--- config.mk ---
export PLATFORM = sky130hd
export DESIGN_NAME = wb_ext_arbiter
export DESIGN_NICKNAME = d
export VERILOG_FILES = /design/src/rtl/wb_arb_pkg.sv /design/src/rtl/wb_arb_timeout.sv /design/src/rtl/wb_ext_arbiter.sv
export SDC_FILE = /design/constraint.sdc
export NUM_CORES = 1
export LEC_CHECK = 0
export ABC_CLOCK_PERIOD_IN_PS = 1600
export BUFFER_PORTS_ARGS = -buffer_cell sky130_fd_sc_hd__buf_4
export CORE_AREA = 2 2 124 126
export DETAILED_ROUTE_END_ITERATION = 7
export DIE_AREA = 0 0 126 128
export PLACE_DENSITY = 0.52
export SYNTH_ARGS = -nofsm -noshare
export SYNTH_HDL_FRONTEND = slang
export SYNTH_HIERARCHICAL = 1
export SYNTH_SLANG_ARGS = --single-unit
--- constraint.sdc ---
create_clock -name i_clk -period 1.6 [get_ports i_clk]
set_clock_uncertainty 0.05 [all_clocks]
set_input_delay 0.16 -clock i_clk [delete_from_list [all_inputs] [get_ports i_clk]]
set_output_delay 0.16 -clock i_clk [all_outputs]
set_load 0.02 [all_outputs]
--- src/rtl/wb_arb_pkg.sv ---
// Shared types and constants for the two-master peripheral Wishbone arbiter.
package wb_arb_pkg;

  typedef enum logic [0:0] {
    IDLE = 1'b0,
    BUSY = 1'b1
  } state_e;

  typedef logic mst_idx_t;

  localparam logic [31:0] WB_ARB_ERR_DATA = 32'hDEAD_BEEF;

endpackage

--- src/rtl/wb_arb_timeout.sv ---
// Watchdog counter for the peripheral arbiter: counts BUSY cycles without
// ack and flags expiry when the count reaches TIMEOUT_CYCLES.
module wb_arb_timeout #(
  parameter int unsigned TIMEOUT_CYCLES = 255
) (
  input  logic clk_i,
  input  logic rst_ni,
  input  logic clear_i,
  input  logic enable_i,
  output logic expired_o
);

  localparam int unsigned CNT_W = $clog2(TIMEOUT_CYCLES + 1);
  localparam logic [CNT_W-1:0] LIMIT = CNT_W'(TIMEOUT_CYCLES);

  logic [CNT_W-1:0] cnt_q, cnt_d;

  always_comb begin
    cnt_d = cnt_q;
    if (clear_i) begin
      cnt_d = '0;
    end else if (enable_i) begin
      cnt_d = cnt_q + CNT_W'(1);
    end
  end

  always_ff @(posedge clk_i) begin
    if (!rst_ni) begin
      cnt_q <= '0;
    end else begin
      cnt_q <= cnt_d;
    end
  end

  assign expired_o = (cnt_q == LIMIT);

endmodule

--- src/rtl/wb_ext_arbiter.sv ---
// Round-robin arbiter sharing the SERV peripheral Wishbone bus between two
// masters, one transaction per grant. Define WB_ARB_TIMEOUT_EN for the watchdog.
module wb_ext_arbiter
  import wb_arb_pkg::*;
#(
  parameter int unsigned TIMEOUT_CYCLES = 255,
  parameter logic [31:0] ERR_DATA       = WB_ARB_ERR_DATA
) (
  input  logic        i_clk,
  input  logic        i_rst_n,
  input  logic [31:0] i_m0_adr,
  input  logic [31:0] i_m0_dat,
  input  logic [3:0]  i_m0_sel,
  input  logic        i_m0_we,
  input  logic        i_m0_stb,
  input  logic        i_m0_cyc,
  output logic [31:0] o_m0_rdt,
  output logic        o_m0_ack,
  output logic        o_m0_err,
  input  logic [31:0] i_m1_adr,
  input  logic [31:0] i_m1_dat,
  input  logic [3:0]  i_m1_sel,
  input  logic        i_m1_we,
  input  logic        i_m1_stb,
  input  logic        i_m1_cyc,
  output logic [31:0] o_m1_rdt,
  output logic        o_m1_ack,
  output logic        o_m1_err,
  output logic [31:0] o_s_adr,
  output logic [31:0] o_s_dat,
  output logic [3:0]  o_s_sel,
  output logic        o_s_we,
  output logic        o_s_stb,
  output logic        o_s_cyc,
  input  logic [31:0] i_s_rdt,
  input  logic        i_s_ack,
  output logic [1:0]  o_grant,
  output logic        o_timeout
);

  state_e   state_q, state_d;
  mst_idx_t owner_q, owner_d;
  mst_idx_t last_q, last_d;
  logic     timeout_q, timeout_d;

  logic req0, req1, busy, own_stb, own_cyc, ack, term, expired;

  assign req0    = i_m0_stb & i_m0_cyc;
  assign req1    = i_m1_stb & i_m1_cyc;
  assign busy    = (state_q == BUSY);
  assign own_stb = owner_q ? i_m1_stb : i_m0_stb;
  assign own_cyc = owner_q ? i_m1_cyc : i_m0_cyc;

  // A slave ack in the expiry cycle wins over the watchdog; an abort beats both.
  assign ack  = busy & own_cyc & i_s_ack;
  assign term = busy & own_cyc & ~i_s_ack & expired;

`ifdef WB_ARB_TIMEOUT_EN
  wb_arb_timeout #(
    .TIMEOUT_CYCLES(TIMEOUT_CYCLES)
  ) u_timeout (
    .clk_i    (i_clk),
    .rst_ni   (i_rst_n),
    .clear_i  (~busy),
    .enable_i (busy & ~i_s_ack),
    .expired_o(expired)
  );
`else
  // No watchdog: never expires; the term keeps the limit parameter referenced.
  assign expired = 1'b0 && (TIMEOUT_CYCLES == 0);
`endif

  always_comb begin
    state_d   = state_q;
    owner_d   = owner_q;
    last_d    = last_q;
    timeout_d = timeout_q | term;
    if (!busy) begin
      if (req0 | req1) begin
        owner_d = (req0 & req1) ? ~last_q : req1;
        state_d = BUSY;
      end
    end else if (ack | term | ~own_cyc) begin
      last_d  = owner_q;
      state_d = IDLE;
    end
  end

  always_ff @(posedge i_clk) begin
    if (!i_rst_n) begin
      state_q   <= IDLE;
      owner_q   <= 1'b0;
      last_q    <= 1'b1;
      timeout_q <= 1'b0;
    end else begin
      state_q   <= state_d;
      owner_q   <= owner_d;
      last_q    <= last_d;
      timeout_q <= timeout_d;
    end
  end

  assign o_s_adr = busy ? (owner_q ? i_m1_adr : i_m0_adr) : 32'h0;
  assign o_s_dat = busy ? (owner_q ? i_m1_dat : i_m0_dat) : 32'h0;
  assign o_s_sel = busy ? (owner_q ? i_m1_sel : i_m0_sel) : 4'h0;
  assign o_s_we  = busy & (owner_q ? i_m1_we : i_m0_we);
  assign o_s_stb = busy & own_stb & own_cyc & ~term;
  assign o_s_cyc = busy & own_cyc & ~term;

  assign o_m0_ack = (ack | term) & ~owner_q;
  assign o_m1_ack = (ack | term) & owner_q;
  assign o_m0_err = term & ~owner_q;
  assign o_m1_err = term & owner_q;
  assign o_m0_rdt = (term & ~owner_q) ? ERR_DATA : i_s_rdt;
  assign o_m1_rdt = (term & owner_q) ? ERR_DATA : i_s_rdt;

  assign o_grant   = busy ? {owner_q, ~owner_q} : 2'b00;
  assign o_timeout = timeout_q;

endmodule

== Word level (Yosys, flattened, before mapping) ==
Cells that the tools add are included.
Operators by class
  muxes and demuxes: 14
  bitwise operators: 16
  reduce and logical (&&, ||, !) cells: 2
Operator list (count)
  two-way mux 32 bit: 4
  bitwise AND 1 bit: 10
  two-way mux 4 bit: 2
  two-way mux 1 bit: 7
  NOT 1 bit: 4
  AND reduction 2 bit: 2
  two-way mux 2 bit: 1
  OR 1 bit: 2
Word-level totals
  register bits after elaboration: 3
  logic and storage cells: 35

== Logic depth before layout (Yosys ltp) ==
  depth after elaboration: 6
  depth in mapped cells: 4
  mapped depth without buffers: 3

== Worst setup path after synthesis ==
Ideal clock, no wire load.
  path kind: reg-to-output
  start point: register owner_q
  end point: output port o_s_stb
  data arrival time: 1.139 ns
  slack: 0.251 ns
  cell stages (with the launch flop): 4
  cells stage by stage: dfxtp_1 > buf_6 > mux2_2 > nor2_1
Between the ends
  word-level cells in the longest chain between the ends: 3
  elaborated cells between the ends (all ways): 4
RTL lines
  start, declared: RTL line wb_ext_arbiter.sv:42  | mst_idx_t owner_q, owner_d;
  start signal, assigned: RTL line wb_ext_arbiter.sv:97  | owner_q <= owner_d;
  two-way mux 1 bit: RTL line wb_ext_arbiter.sv:51  | assign own_stb = owner_q ? i_m1_stb : i_m0_stb;
  bitwise AND 1 bit: RTL line wb_ext_arbiter.sv:107  | assign o_s_stb = busy & own_stb & own_cyc & ~term;
  bitwise AND 1 bit *: RTL line wb_ext_arbiter.sv:107
  end, declared: RTL line wb_ext_arbiter.sv:33  | output logic o_s_stb,
Every way passes the cells marked *; elsewhere a longest branch is shown, timed or not.

== Worst setup path in the final report ==
  start point: register owner_q
  end point: output port o_m0_ack
Between the ends
  word-level cells in the longest chain between the ends: 4
  elaborated cells between the ends (all ways): 5
RTL lines
  two-way mux 1 bit: RTL line wb_ext_arbiter.sv:52  | assign own_cyc = owner_q ? i_m1_cyc : i_m0_cyc;
  bitwise AND 1 bit (2 in a row): RTL line wb_ext_arbiter.sv:55  | assign ack = busy & own_cyc & i_s_ack;
  bitwise AND 1 bit *: RTL line wb_ext_arbiter.sv:110  | assign o_m0_ack = (ack | term) & ~owner_q;
  end, declared: RTL line wb_ext_arbiter.sv:18  | output logic o_m0_ack,
Marked as above.

==> key figures <==
Outcome
  • Status: finished with violations
  • Failing checks: setup timing

Detailed routing
  • Drt total wl: about 7500 µm
  • Antenna Violating Nets Remaining: 0
  • Initial DRC count: 48
  • Vias post-DR: about 2100
  • Vias per Instance: around 3.6
  • Wirelength per Cell: 12.8 µm
  • Met2 WL: around 3900 µm
  • Met1 Wirelength: ~2800 µm
  • Metal3 WL: around 660 µm
  • Detailed-router iteration count before antenna repair: 4
  • Max layer used: met4
  • # DRC: 0

Synthesis
  • Syn Area/Cell: between 7 and 8 µm²
  • Netlist cell types: 20
  • Synthesized area: 1810 µm²
  • Count of state elements after synthesis: 3
  • Warnings, synthesis: 6
  • Post-synthesis cell count: 247
  • Seq/Total Area, Yosys: roughly 3.3%

STA
  • Fmax achieved: roughly 0.62 GHz
  • Final worst-path cycle share: 101%
  • Slew Viols, Final: 0
  • Final Hold Fails: 0
  • Setup TNS: -0.0183 ns
  • Post-route setup slack: -0.0183 ns
  • RSZ-0062 raised after global routing: true
  • Final worst path period need: approximately 1.6 ns
  • # setup viols final: 1

Global routing
  • Initial antenna violation count: 0
  • Largest net degree at the start of global routing: between 40 and 50
  • Vias in the first global route: a little under 2000
  • First-pass GRT wire length: roughly 10000 µm
  • Overflow after GRT: 0
  • GR Util All Layers: about 7.7%

Die
  • Die Wd: about 130 µm
  • Num ports: between 300 and 400
  • Core box area: 14900 µm²
  • Die height: 128 µm
  • Placement Rows: 45
  • Starting Density: between 10% and 20%
  • Total die area: approximately 16000 µm²

Clock tree
  • Hold buffers post-CTS: 0
  • Sink Count: 3
  • Htree depth: 1
  • Clock Path Buffers: 2
  • CTS Root Cell: clkbuf_16
  • Clk_lat worst skew: about 0.22 ns
  • Clock slew at reported path FFs: ~0.030 ns
  • CTS tree: done
  • CTS buffer count: 3

Finish
  • Area delta synth->final: 86.4%
  • ANT cells: 0
  • Commonest non-fill, non-tap cells in the layout: buf_4 (222), nor2_1 (72), mux2i_1 (67)
  • Most common cell after layout, fill and taps aside: buf_4
  • Layout cells sized above 1: between 60% and 70%
  • Nets@finish: about 580

Setup path
  • Worst Path Arrival: ~1.4 ns
  • Worst path required time: 1.39 ns
  • WP buf/inv: 3
  • Slowest cell on the critical path: dfxtp_4
  • CP startpoint kind: flip-flop
  • Worst reg-to-reg setup slack: approximately 0.37 ns
  • Crit. path cell count: 5
  • Crit path capture type: output pin
  • Crit Path Max Fanout: 16
  • R2R Path Start: owner_q
  • Most frequent cell on the critical path: buf_4
  • Slowest stage delay, CP: 0.34 ns
  • R2R depth: 4
  • Critical R2R Capture: busy
  • Delay-heaviest family, CP: buffers and inverters
  • Worst Setup Path Type: reg2out
  • Critical-path cell list: buf_4, clkbuf_16, nor2_1, and3_1, buf_4

Worst hold path
  • WHS Endpoint: busy
  • WHS Path Cells: 2
  • Hold Crit Class: in2reg
  • Hold path startpoint: i_rst_n

Power
  • Peak supply drop: 0.000301 V
  • PD cells: approximately 460 nW/µm²
  • Leakage power: roughly 1.6 nW

Place
  • Port Buffers: 219
  • Global placement routability congestion: between 0.7 and 0.8
  • Post-Place Worst Slack: around 0.24 ns
  • DP HPWL: around 5900 µm

Job
  • Max Cap Violations: 0
==> where the power goes <==
part / internal, mW / total (mW) / switching (mW) / leakage (nW)
clock network: 0.329 / 0.398 / 0.0687 / 0.0382
logic: 0.577 / 1.07 / 0.488 / 1.57
registers: 0.0814 / 0.0879 / 0.00650 / 0.0255
total: 0.988 / 1.55 / 0.563 / 1.64
==> repair_timing <==
action | CTS | global route
gates resized for setup | 1 | 5
cloned | 0 | 4
setup buffers | 0 | 3
endpoints found under the setup margin | 1 | 27
==> registers in the layout, summed over array words and instances, names as in the netlist <==
register,cells
last_q,1
busy,1
owner_q,1
==> cells in the mapped netlist <==
master | instances | area share [%]
nor2_1 | 72 | 15
mux2i_1 | 70 | 39
buf_4 | 67 | 28
buf_2 | 8 | 2.2
buf_8 | 7 | 5.8
and3_1 | 3 | 1.0
dfxtp_1 | 3 | 3.3
inv_1 | 3 | 0.62
nand2_1 | 2 | 0.42
o21ai_0 | 2 | 0.55
a21boi_1 | 1 | 0.42
and2_1 | 1 | 0.35
buf_6 | 1 | 0.62
conb_1 | 1 | 0.21
mux2_2 | 1 | 0.62
nand3_1 | 1 | 0.28
o2111ai_1 | 1 | 0.49
o211ai_1 | 1 | 0.42
o21ai_2 | 1 | 0.49
o31a_1 | 1 | 0.49
==> per-stage QoR <==
step | total power, mW | instance area [µm²] | cells | hold WS (ns) | utilization, %
floorplan | 0.828 | 1810 | 249 | 0.256 | -
global placement | 1.08 | 3120 | 578 | 0.270 | 21.0
detailed placement | 1.09 | 3120 | 578 | 0.270 | 21.0
CTS | 1.50 | 3210 | 582 | 0.135 | 21.6
global route | 1.65 | 3370 | 589 | 0.174 | 22.6
finish | 1.55 | 3370 | 589 | 0.134 | 22.6
==> worst max-delay path by stage <==
stage,start,to
final,owner_q,o_m0_ack
after global routing,owner_q,o_m0_ack
after CTS,owner_q,o_s_dat[30]
after detailed placement,owner_q,o_s_adr[3]
after global placement,owner_q,o_s_adr[3]
after floorplan,owner_q,o_s_stb
==> area by class of cell <==
type	count	area, µm²
Multi-Input combinational cell	160	1100
Sequential cell	3	63.8
Tap cell	188	235
Fill cell	1640	11500
Clock buffer	4	78.8
Inverter	3	11.3
Timing Repair Buffer	231	1870
==> cells by family (layout without fill, tap and decap cells) <==
logic type	after synthesis	after routing	synth area share [%]
AO/OA/AOI/OAI	7	7	2.84
buffers and inverters	86	238	37.1
flip-flops	3	3	3.33
multiplexers	71	71	39.4
other	1	3	0.208
AND/OR/NAND/NOR	79	79	17.0
==> per-layer routing <==
layer / track usage (%) / up-vias
li1: - / 1053
met1: 8.63 / 953
met2: 13.3 / 115
met3: 2.59 / 19
met4: 3.17 / 0
met5: 0 / -
No activity file was read; power rests on OpenSTA's default activity.
